<file path="src/rtl/fir_pkg.sv">
// Shared types for the L=3 parallel FIR family.
// Contents: default sample width and lane count, sample/block types.
package fir_pkg;

    localparam int unsigned FIR_WIDTH = 32;
    localparam int unsigned FIR_L3    = 3;

    typedef logic signed [FIR_WIDTH-1:0] sample_t;
    typedef sample_t [FIR_L3-1:0]         block_t;

endpackage : fir_pkg

</file>
<file path="src/rtl/fir_output_serializer_if.sv">
// Handshake bundle between a parallel FIR block producer and a serial consumer.
// Producer side : in_valid, in_y (lane 0 oldest), in_ready.
// Consumer side : out_valid, out_data, out_lane, out_ready.
// Status        : overflow, and drop_count when FIR_SER_DROPCNT_EN is defined.
// slave = serializer side, master = environment side.
interface fir_output_serializer_if
    import fir_pkg::*;
#(
    parameter int unsigned WIDTH = FIR_WIDTH,
    parameter int unsigned L     = FIR_L3
);
    localparam int unsigned LW = $clog2(L);

    logic                        in_valid;
    logic [L-1:0][WIDTH-1:0]     in_y;
    logic                        in_ready;
    logic                        out_valid;
    logic signed [WIDTH-1:0]     out_data;
    logic [LW-1:0]               out_lane;
    logic                        out_ready;
    logic                        overflow;
`ifdef FIR_SER_DROPCNT_EN
    logic [15:0]                 drop_count;

    modport slave  (input  in_valid, in_y, out_ready,
                    output in_ready, out_valid, out_data, out_lane, overflow, drop_count);
    modport master (output in_valid, in_y, out_ready,
                    input  in_ready, out_valid, out_data, out_lane, overflow, drop_count);
`else
    modport slave  (input  in_valid, in_y, out_ready,
                    output in_ready, out_valid, out_data, out_lane, overflow);
    modport master (output in_valid, in_y, out_ready,
                    input  in_ready, out_valid, out_data, out_lane, overflow);
`endif

endinterface : fir_output_serializer_if

</file>
<file path="src/rtl/fir_block_fifo.sv">
// Block FIFO: DEPTH entries of L x WIDTH samples, with a separate occupancy count.
// Ports: clk, rst (sync, active-low), i_push/i_data write side, i_pop read side,
//        o_full/o_empty status (registered), o_head = oldest stored block.
// Push while full and pop while empty are ignored. Storage is zeroed on reset.
module fir_block_fifo
    import fir_pkg::*;
#(
    parameter int unsigned WIDTH = FIR_WIDTH,
    parameter int unsigned L     = FIR_L3,
    parameter int unsigned DEPTH = 4
) (
    input  logic                    clk,
    input  logic                    rst,
    input  logic                    i_push,
    input  logic [L-1:0][WIDTH-1:0] i_data,
    input  logic                    i_pop,
    output logic                    o_full,
    output logic                    o_empty,
    output logic [L-1:0][WIDTH-1:0] o_head
);
    localparam int unsigned AW = $clog2(DEPTH);
    localparam int unsigned CW = AW + 1;

    logic [L-1:0][WIDTH-1:0] r_mem [DEPTH];
    logic [AW-1:0]           r_wr_ptr;
    logic [AW-1:0]           r_rd_ptr;
    logic [CW-1:0]           r_count;
    logic                    r_full;
    logic                    r_empty;
    logic [CW-1:0]           w_count_nxt;
    logic                    w_push;
    logic                    w_pop;

    assign w_push = i_push && !r_full;
    assign w_pop  = i_pop  && !r_empty;

    // Occupancy update; simultaneous push and pop leave it unchanged.
    always_comb begin
        w_count_nxt = r_count;
        if (w_push && !w_pop) begin
            w_count_nxt = r_count + CW'(1);
        end else if (!w_push && w_pop) begin
            w_count_nxt = r_count - CW'(1);
        end
    end

    // Storage, wrapping pointers, and status flags registered from the next count.
    always_ff @(posedge clk) begin
        if (!rst) begin
            r_wr_ptr <= '0;
            r_rd_ptr <= '0;
            r_count  <= '0;
            r_full   <= 1'b0;
            r_empty  <= 1'b1;
            for (int i = 0; i < int'(DEPTH); i++) begin
                r_mem[i] <= '0;
            end
        end else begin
            if (w_push) begin
                r_mem[r_wr_ptr] <= i_data;
                r_wr_ptr        <= r_wr_ptr + AW'(1);
            end
            if (w_pop) begin
                r_rd_ptr <= r_rd_ptr + AW'(1);
            end
            r_count <= w_count_nxt;
            r_full  <= (w_count_nxt == CW'(DEPTH));
            r_empty <= (w_count_nxt == CW'(0));
        end
    end

    assign o_full  = r_full;
    assign o_empty = r_empty;
    assign o_head  = r_mem[r_rd_ptr];

endmodule : fir_block_fifo

</file>
<file path="src/rtl/fir_output_serializer.sv">
// Serializes blocks of L parallel FIR outputs into a single-lane valid/ready
// stream, oldest lane first. Whole blocks are buffered in fir_block_fifo.
// Ports: clk, rst (sync, active-low), bus (fir_output_serializer_if.slave).
// Blocks arriving while the FIFO is full are dropped and set the sticky
// overflow flag. Optional macro FIR_SER_DROPCNT_EN adds a saturating 16-bit
// drop counter on bus.drop_count.
module fir_output_serializer
    import fir_pkg::*;
#(
    parameter int unsigned WIDTH = FIR_WIDTH,
    parameter int unsigned L     = FIR_L3,
    parameter int unsigned DEPTH = 4
) (
    input  logic                           clk,
    input  logic                           rst,
    fir_output_serializer_if.slave         bus
);
    localparam int unsigned LW = $clog2(L);

    logic                    w_full;
    logic                    w_empty;
    logic [L-1:0][WIDTH-1:0] w_head;
    logic                    w_push;
    logic                    w_drop;
    logic                    w_beat;
    logic                    w_last_lane;
    logic                    w_pop;
    logic [LW-1:0]           r_lane;
    logic                    r_overflow;

    // Acceptance depends only on FIFO occupancy, never on out_ready.
    assign w_push      = bus.in_valid && !w_full;
    assign w_drop      = bus.in_valid &&  w_full;
    assign w_beat      = !w_empty && bus.out_ready;
    assign w_last_lane = (r_lane == LW'(L - 1));
    assign w_pop       = w_beat && w_last_lane;

    fir_block_fifo #(
        .WIDTH (WIDTH),
        .L     (L),
        .DEPTH (DEPTH)
    ) u_fifo (
        .clk     (clk),
        .rst     (rst),
        .i_push  (w_push),
        .i_data  (bus.in_y),
        .i_pop   (w_pop),
        .o_full  (w_full),
        .o_empty (w_empty),
        .o_head  (w_head)
    );

    // Lane counter walks the head block; the final beat retires it.
    always_ff @(posedge clk) begin
        if (!rst) begin
            r_lane     <= '0;
            r_overflow <= 1'b0;
        end else begin
            if (w_beat) begin
                r_lane <= w_last_lane ? '0 : r_lane + LW'(1);
            end
            if (w_drop) begin
                r_overflow <= 1'b1;
            end
        end
    end

`ifdef FIR_SER_DROPCNT_EN
    logic [15:0] r_drop_count;

    // Saturating count of dropped blocks.
    always_ff @(posedge clk) begin
        if (!rst) begin
            r_drop_count <= '0;
        end else if (w_drop && (r_drop_count != 16'hFFFF)) begin
            r_drop_count <= r_drop_count + 16'(1);
        end
    end

    assign bus.drop_count = r_drop_count;
`endif

    assign bus.in_ready  = !w_full;
    assign bus.out_valid = !w_empty;
    assign bus.out_data  = w_head[r_lane];
    assign bus.out_lane  = r_lane;
    assign bus.overflow  = r_overflow;

endmodule : fir_output_serializer

</file>
<file path="src/flat_wrapper.sv">
// flat-port wrapper written by rule: the top's interface ports become plain ports
module fir_output_serializer_flat import fir_pkg::*;
#(
    parameter int unsigned WIDTH = FIR_WIDTH,
    parameter int unsigned L     = FIR_L3,
    parameter int unsigned DEPTH = 4
)
  (clk, rst, bus_in_valid, bus_in_y, bus_out_ready, bus_in_ready, bus_out_valid, bus_out_data, bus_out_lane, bus_overflow);
  fir_output_serializer_if #(.WIDTH(WIDTH), .L(L)) bus_i ();
  input  logic clk;
  input  logic rst;
  input wire logic [$bits(bus_i.in_valid)-1:0] bus_in_valid;
  input wire logic [$bits(bus_i.in_y)-1:0] bus_in_y;
  input wire logic [$bits(bus_i.out_ready)-1:0] bus_out_ready;
  output wire logic [$bits(bus_i.in_ready)-1:0] bus_in_ready;
  output wire logic [$bits(bus_i.out_valid)-1:0] bus_out_valid;
  output wire logic [$bits(bus_i.out_data)-1:0] bus_out_data;
  output wire logic [$bits(bus_i.out_lane)-1:0] bus_out_lane;
  output wire logic [$bits(bus_i.overflow)-1:0] bus_overflow;
  assign bus_i.in_valid = bus_in_valid;
  assign bus_i.in_y = bus_in_y;
  assign bus_i.out_ready = bus_out_ready;
  assign bus_in_ready = bus_i.in_ready;
  assign bus_out_valid = bus_i.out_valid;
  assign bus_out_data = bus_i.out_data;
  assign bus_out_lane = bus_i.out_lane;
  assign bus_overflow = bus_i.overflow;
  fir_output_serializer #(.WIDTH(WIDTH), .L(L), .DEPTH(DEPTH)) u_core (.clk(clk), .rst(rst), .bus(bus_i));
endmodule
</file>
<file path="config.mk">
export PLATFORM = sky130hd
export DESIGN_NAME = fir_output_serializer_flat
export DESIGN_NICKNAME = d
export VERILOG_FILES = /design/src/rtl/fir_pkg.sv /design/src/rtl/fir_output_serializer_if.sv /design/src/rtl/fir_block_fifo.sv /design/src/rtl/fir_output_serializer.sv /design/src/flat_wrapper.sv
export SDC_FILE = /design/constraint.sdc
export NUM_CORES = 1
export LEC_CHECK = 0
export CAP_MARGIN = 20
export CORE_UTILIZATION = 45
export CTS_BUF_LIST = sky130_fd_sc_hd__clkbuf_8
export CTS_CLUSTER_DIAMETER = 80
export CTS_CLUSTER_SIZE = 16
export DETAILED_ROUTE_END_ITERATION = 16
export PLACE_DENSITY = 0.72
export SETUP_SLACK_MARGIN = 0.05
export SLEW_MARGIN = 15
export SYNTH_ARGS = -nofsm -noshare
export SYNTH_HDL_FRONTEND = slang
export SYNTH_HIERARCHICAL = 1
export SYNTH_SLANG_ARGS = --single-unit
</file>
<file path="constraint.sdc">
create_clock -name clk -period 9.7 [get_ports clk]
set_input_delay 1.455 -clock clk [delete_from_list [all_inputs] [get_ports clk]]
set_output_delay 1.455 -clock clk [all_outputs]
set_load 0.05 [all_outputs]
</file>
# Yosys cells after proc, flatten, opt, wreduce, memory -nomap -nowiden
# Memory sizes are Yosys's and may differ from the RTL's. A register that Yosys moved wholly into a read port is not among the register bits.
# Index checks and enable logic that the tools add are counted.
[totals]
ff_bits = 12
n_memories = 1
ramBits = 384
input_bits = 100
[op_classes]
addsub = 5
reduce_logical = 14
mux = 14
n_eq_ne = 2
magnitude_cmp = 1
[mem_list]
columns = ["memory", "depth", "word_bits", "rd", "rd_clocked_by_memory_dff", "wr", "line_no", "rtl"]
rows = [
  ["u_core.u_fifo.r_mem", 4, 96, 1, 1, 4, "fir_block_fifo.sv:24", "logic [L-1:0][WIDTH-1:0] r_mem [DEPTH];"],
]
[ops]
columns = ["operator", "count"]
rows = [
  ["2-to-1 mux 96 bit", 1],
  ["OR reduction 96 bit", 1],
  ["binary-select mux 32 bit (select 2 bit)", 1],
  ["2-to-1 mux 32 bit", 1],
  ["logical AND 1 bit", 8],
  ["2-to-1 mux 2 bit", 4],
  ["adder 2 x 1 -> 2 bit, second input constant", 3],
  ["2-to-1 mux 3 bit", 2],
  ["2-to-1 mux 1 bit", 5],
  ["logical NOT 1 bit", 4],
  ["adder 3 x 1 -> 3 bit, second input constant", 1],
  ["== test 3 bit, second input constant", 1],
  ["logical NOT 3 bit", 1],
  ["less-than comparator 2 x 3 -> 1 bit, second input constant", 1],
  ["subtractor 3 x 1 -> 3 bit, second input constant", 1],
  ["== test 2 bit, second input constant", 1],
]

# Logic depth before layout (Yosys ltp)
# Gate-level depths: netlist of run 1.
[logic_depth]
depth_word = 8
mapped_depth = 9
mapped_depth_nobuf = 6

# Cells and area by module
# Netlist of run 1, hierarchy kept.
[modules_own_cells]
columns = ["module", "n_inst", "area_each_um2", "cells_each"]
rows = [
  ["fir_block_fifo", 1, 17086.4, 1009],
  ["fir_output_serializer", 1, 879.6, 125],
]

# Least setup slack after synthesis of run 1
# OpenSTA, ideal clock, no wires.
[synth_timing]
path_kind = "input to register"
start = "input port bus_in_valid"
end = "memory u_core/u_fifo/r_mem[1][0] in the netlist's numbering (enable)"
setup_ps = 683
t_arrival_ps = 8897
setup_slack_ps = 119
t_required_ps = 9017
stages = 5
cell_sequence = "nor2b_1 nor2b_4 clkbuf_1 nand2_1 o21ai_0"
[synth_lines]
columns = ["element", "line_no", "rtl"]
rows = [
  ["start: declaration", "flat_wrapper.sv:12", "input wire logic [$bits(bus_i.in_valid)-1:0] bus_in_valid;"],
  ["end: declaration", "fir_block_fifo.sv:24", ""],
]

==> run metrics, run 1 <==
status finished, final reports clean; RSZ-0062 raised after global routing no; Mapped Nets 1236; Die Ht 202 microns; Die X-Extent 202 microns; # resized after CTS 0; # rows 72; Final nets 1329; Max-Cap Viols 0; period utilization 54.2%; DRT Wirelength 40900 microns; Crit. End Element primary output; fraction of layout cells with a size suffix above 1 12.8%; routed len/inst 23.3 microns; Rel. slew slack 28.8%; wire length of the first global-routing pass 61900 microns; # IOs 137; clk_lat worst skew 0.60 ns; Worst Skew 0.0195 ns; cts hold-fix bufs 0; Data required, critical path 8.25 ns; Final Setup Violations 0; total gr overflow 0; Mapped Cells 1134; setup bufs post-CTS 0; DPL Wire Length 22800 microns; register area share after synthesis 65.7%; Yosys top cell by area edfxtp_1; fin util 51.5%; clock slew at reported path FFs 0.09 ns; Final min period 5.25 ns; Seq cells post-synth 398; DR iter-0 viols 634; Vias 9781; Area Overhead vs Synth 11.8%; Num CTS Buffers 28; f_max 0.190 GHz; pre-CTS setup slack 4.76 ns; Crit Path Max Fanout 58; post-synth cell types 35; # clock sinks 398; gr usage total 20.1%; share of the synthesized area in the top cell type 64.2%; Area contributors post-synth edfxtp_1 (64%), mux4_2 (12%), and2_1 (10%), and3_1 (3.4%), mux2i_1 (1.8%); Syn. warnings 6; initial antenna violation count 5; type of the worst setup path reg -> out; Setup TNS 0 ns; Async SR Flop Fraction 0%; Worst Setup Slack, final 4.45 ns; DR vias/cell 5.57; GP Congestion 0.745; IO buf count 136; H-tree levels 1; Root Driver clkbuf_8; PD cells 177 nW/um^2; antenna-violating nets left 0; CTS tree done; CTS max path bufs 3; largest net degree at the start of global routing 97; Initial Utilization 46.1%; synthesized cell area 18000 sq um; Top FF cell, synth edfxtp_1; Fin. Hold Viols 0; vias in the first global route 10.1k; worst hold path type reg -> reg; Worst Path Arrival 3.80 ns; core area 39000 sq um; Slew Limit Fails 0; peak supply drop 0.122 mV; Post-synth EDFFs 384; Leakage 0.00721 uW; Critical Path Start Type register; Syn Area/Cell 15.8 sq um; Least-Margin Pin Slew 1.07 ns; Die ar. 40700 sq um; drt first pass iters 7; DRC 0
## path summary, 6_finish.rpt
path / slack, ns / depth (start not counted) / to / from
hold / removal: 0.52 / 2 / u_core/bus.overflow / u_core/bus.overflow
hold reg to reg: 0.52 / 2 / u_core/bus.overflow / u_core/bus.overflow
setup reg to reg: 6.36 / 6 / u_core/u_fifo/r_mem[1][91] / u_core/u_fifo/o_full
setup / recovery: 4.45 / 5 / bus_out_data[3] / register
## sequential cells by signal, summed over array words and instances, names as in the netlist, named ones only
register and flops:
u_core/u_fifo/r_mem 384, u_core/u_fifo/r_count 3, u_core/bus.out_lane 2, u_core/u_fifo/r_wr_ptr 2, u_core/u_fifo/o_full 1, u_core/u_fifo/r_rd_ptr 2, u_core/u_fifo/o_empty 1, u_core/bus.overflow 1
## synth_stat cells (3+ instances only)
library cell  count
xnor2_1           6
nor2b_1           5
buf_8             3
mux2i_1          33
clkbuf_2          7
buf_6            12
buf_4             6
o21ai_0           6
and2_1          294
edfxtp_1        384
clkbuf_1         47
and3_1           99
mux4_2           96
nor2_1            4
o21ai_1          30
buf_2            14
a21oi_1           6
inv_1             5
nand3_1           4
nand2b_1          5
nand2_1          37
dfxtp_1          14
## through the flow
step | instance area (sq um) | hold slack [ns] | std cells | total power [uW]
3_3_place_gp | 19600 | 0.478 | 1715 | 2800
2_1_floorplan | 18000 | 0.525 | 1134 | 2590
4_1_cts | 20100 | 0.523 | 1754 | 3580
6_report | 20100 | 0.521 | 1756 | 3550
3_5_place_dp | 19600 | 0.498 | 1715 | 2820
5_1_grt | 20100 | 0.573 | 1755 | 3680
## metal layers
layer  GRT usage (%)  up-vias  wire length, microns
li1                -     4394                     -
met3            2.47       41                  2430
met5               0        -                    10
met4            4.00        2                   611
met1            26.2     5029                 16200
met2            36.2      315                 21700
## power by group
group          internal [uW]  leakage [uW]  switching, uW
sequential              2080       0.00411           50.4
clock                    272      0.000258            505
combinational            243       0.00284            396
total                   2600       0.00721            951
## layout by cell type, fill, tap and decap left out, types with 2 or more instances in the layout
cell and instances:
and3_1 99, xnor2_1 6, o21ai_0 4, dfxtp_1 10
nor3_1 2, a21oi_1 6, nor3b_1 2, clkdlybuf4s50_1 135
mux2i_1 33, edfxtp_1 384, buf_4 17, o21ai_1 30
diode_2 2, dfxtp_2 2, nand3_1 4, and2_1 294
nor2b_1 5, nor2_1 4, dfxtp_4 2, clkbuf_8 29
nand2b_1 4, ha_1 2, inv_1 14, mux4_2 96
nor2b_4 2, nand2_4 2, nand2_1 36, o21ai_4 2
## final cells by class
type	count	area, sq um
diodes	2	5.00
clock buffers	29	399
clock inverters	10	37.5
fillers	3252	18900
inverters	5	18.8
multi-input cells	642	5670
flip-flops and latches	398	11800
well taps	518	648
repair buffers	152	1480
## worst max-delay path, cell delays in order (launching register included)
cell	delay, ns
dfxtp_4	0.76
buf_4	0.82
mux4_2	0.37
mux2i_1	0.10
o21ai_1	0.26
clkdlybuf4s50_1	0.85
## cells by family (layout without fill, tap and decap cells)
family | Yosys count | in the layout | share of synthesized area [%]
other | 0 | 2 | 0
buffers and inverters | 94 | 196 | 2.92
xor gates and xnor gates | 6 | 6 | 0.292
DFF | 398 | 398 | 65.7
and+or+nand+nor | 460 | 460 | 15.7
AOI/OAI and AO/OA | 45 | 45 | 1.32
muxes | 129 | 129 | 13.9
adders and majority gates | 2 | 2 | 0.139
Power figures use the tool's default switching activity.
==> inputs of run 2 (changes only) <==
--- a/config.mk
+++ b/config.mk
@@ -11,7 +11,7 @@
 export CTS_CLUSTER_DIAMETER = 80
 export CTS_CLUSTER_SIZE = 16
 export DETAILED_ROUTE_END_ITERATION = 16
-export PLACE_DENSITY = 0.72
+export PLACE_DENSITY = 0.69
 export SETUP_SLACK_MARGIN = 0.05
 export SLEW_MARGIN = 15
 export SYNTH_ARGS = -nofsm -noshare
==> constraint.sdc (replaced) <==
create_clock -name clk -period 5.4 [get_ports clk]
set_input_delay 0.81 -clock clk [delete_from_list [all_inputs] [get_ports clk]]
set_output_delay 0.81 -clock clk [all_outputs]
set_load 0.05 [all_outputs]
==> run 2 against run 1 <==
Final cell count increased by 0.40%. Clock power increased by 92%. Power increased by 83%. Largest power group unchanged. Register-to-register slack got worse by 3.8 ns. Largest cell class unchanged. Via count about the same. Die area unchanged. Critical endpoint is now bus_out_data[31]. Global-route usage increased by 1.0 points. Wire length increased by 4.0%.
==> run metrics, run 2 (synthesis gave the netlist of run 1 again) <==
status finished, final reports clean; reg2reg path depth 5; Num CTS Buffers 29; Crit Path Max Fanout 33; DR iter-0 viols 824; Initial Utilization 46.1%; Max-Cap Viols 0; Leakage 0.00728 uW; routed len/inst 24.2 microns; CP delay by family, top buffers and inverters; # IOs 137; Final Setup Violations 0; total gr overflow 0; Die Ht 202 microns; DRT Wirelength 42600 microns; core area 39000 sq um; max incr delay on CP 0.83 ns; Final min period 4.34 ns; total buffers and inverters traversed by the critical path 2; CP max stage cell dfxtp_4; Slew Limit Fails 0; initial antenna violation count 6; Hold Crit Depth 2; Die ar. 40700 sq um; cts hold-fix bufs 0; Setup TNS 0 ns; Critical Path Start Type register; CTS tree done; DRC 0; number of cells on the critical path 5; GP Congestion 0.747; # resized after CTS 0; Regs by FF count u_core/u_fifo/r_mem: 384 flops, u_core/u_fifo/r_count: 3 flops; post-route cell area 20200 sq um; IO buf count 136; CP Cell Sequence buf_4 -> mux4_2 -> mux2i_1 -> o21ai_0 -> clkdlybuf4s50_1; fraction of layout cells with a size suffix above 1 13.1%; number of flip-flops in the largest register 384; wire length of the first global-routing pass 64200 microns; period utilization 80.5%; H-tree levels 1; DPL Wire Length 24000 microns; Root Driver clkbuf_8; Vias 9785; CTS max path bufs 3; # rows 72; dpl cell area 19700 sq um; vias in the first global route 10.4k; Least-Margin Pin Slew 1.15 ns; Crit. End Element primary output; drt first pass iters 5; PD cells 321 nW/um^2; setup bufs post-CTS 0; worst hold path type reg -> reg; clk_lat worst skew 0.62 ns; Top reg by flops u_core/u_fifo/r_mem; RSZ-0062 raised after global routing no; antenna-violating nets left 0; type of the worst setup path reg -> out; # clock sinks 398; Fin. Hold Viols 0; peak supply drop 0.229 mV; Die X-Extent 202 microns; Final nets 1332; Worst Path Arrival 3.53 ns; fillers 3201; DR vias/cell 5.55; Rel. slew slack 23.4%; most common cell after layout, fill and taps aside edfxtp_1; largest net degree at the start of global routing 97; Data required, critical path 4.59 ns; clock slew at reported path FFs 0.10 ns; gr usage total 21.1%; Area Overhead vs Synth 12.6%; highest-count cells in the layout ignoring fill and taps edfxtp_1 (384), and2_1 (294), clkdlybuf4s50_1 (135); f_max 0.230 GHz; Worst Skew 0.0196 ns
## run 2: cell count changes in the layout (fill, tap and decap cells not counted)
cell	change
diode_2	+2
clkinv_1	-1
bufinv_16	+1
buf_12	+7
buf_4	-5
inv_6	+2
inv_1	+1
## run 2: layer usage
| metal | vias to the layer above | part of all wire, % | track usage, % | wire, microns |
|---|---|---|---|---|
| met1 | 5028 | 41 | 27.5 | 17400 |
| met3 | 59 | 5.1 | 2.95 | 2180 |
| met4 | 2 | 2.7 | 6.98 | 1160 |
| met5 | - | 0.026 | 0 | 11 |
| li1 | 4401 | - | - | - |
| met2 | 295 | 51 | 36.5 | 21900 |
## run 2: tightest hold or removal path, delay by kind of cell, from the launching register on
family / cells / cell delay [ns]
compound gates: 1 / 0.05
flops: 1 / 0.35
simple gates: 1 / 0.09
## run 2: final timing paths
kind,from,slack [ns],end
min,u_core/bus.overflow,0.52,u_core/bus.overflow
max,register,1.06,bus_out_data[31]
max reg2reg,u_core/u_fifo/o_full,2.56,u_core/u_fifo/r_mem[1][68]
min reg2reg,u_core/bus.overflow,0.52,u_core/bus.overflow
## run 2: metrics by stage
stage          setup slack [ns]  utilization, %  hold slack (ns)  total power [uW]  instances
2_1_floorplan             0.899               -            0.525              4640       1134
3_3_place_gp               1.66            50.6            0.475              5050       1717
3_5_place_dp               1.64            50.6            0.510              5080       1717
4_1_cts                   0.966            51.9            0.540              6550       1759
5_1_grt                   0.827            51.9            0.557              6740       1762
6_report                   1.06            51.9            0.522              6490       1763
## run 2: report_power, final
group          switching [uW]  internal (uW)
sequential               89.8           3740
clock                     946            547
combinational             725            446
total                    1760           4730
## run 2: cell type report
class                   count  area (sq um)  share of cell area, %
well taps                 518           648                   3.20
clock inverters            13          85.1                  0.420
inverters                   5          18.8                 0.0927
multi-input cells         642          5670                   28.0
flip-flops and latches    398         11800                   58.4
clock buffers              29           399                   1.97
repair buffers            154          1580                   7.82
diodes                      4          10.0                 0.0495
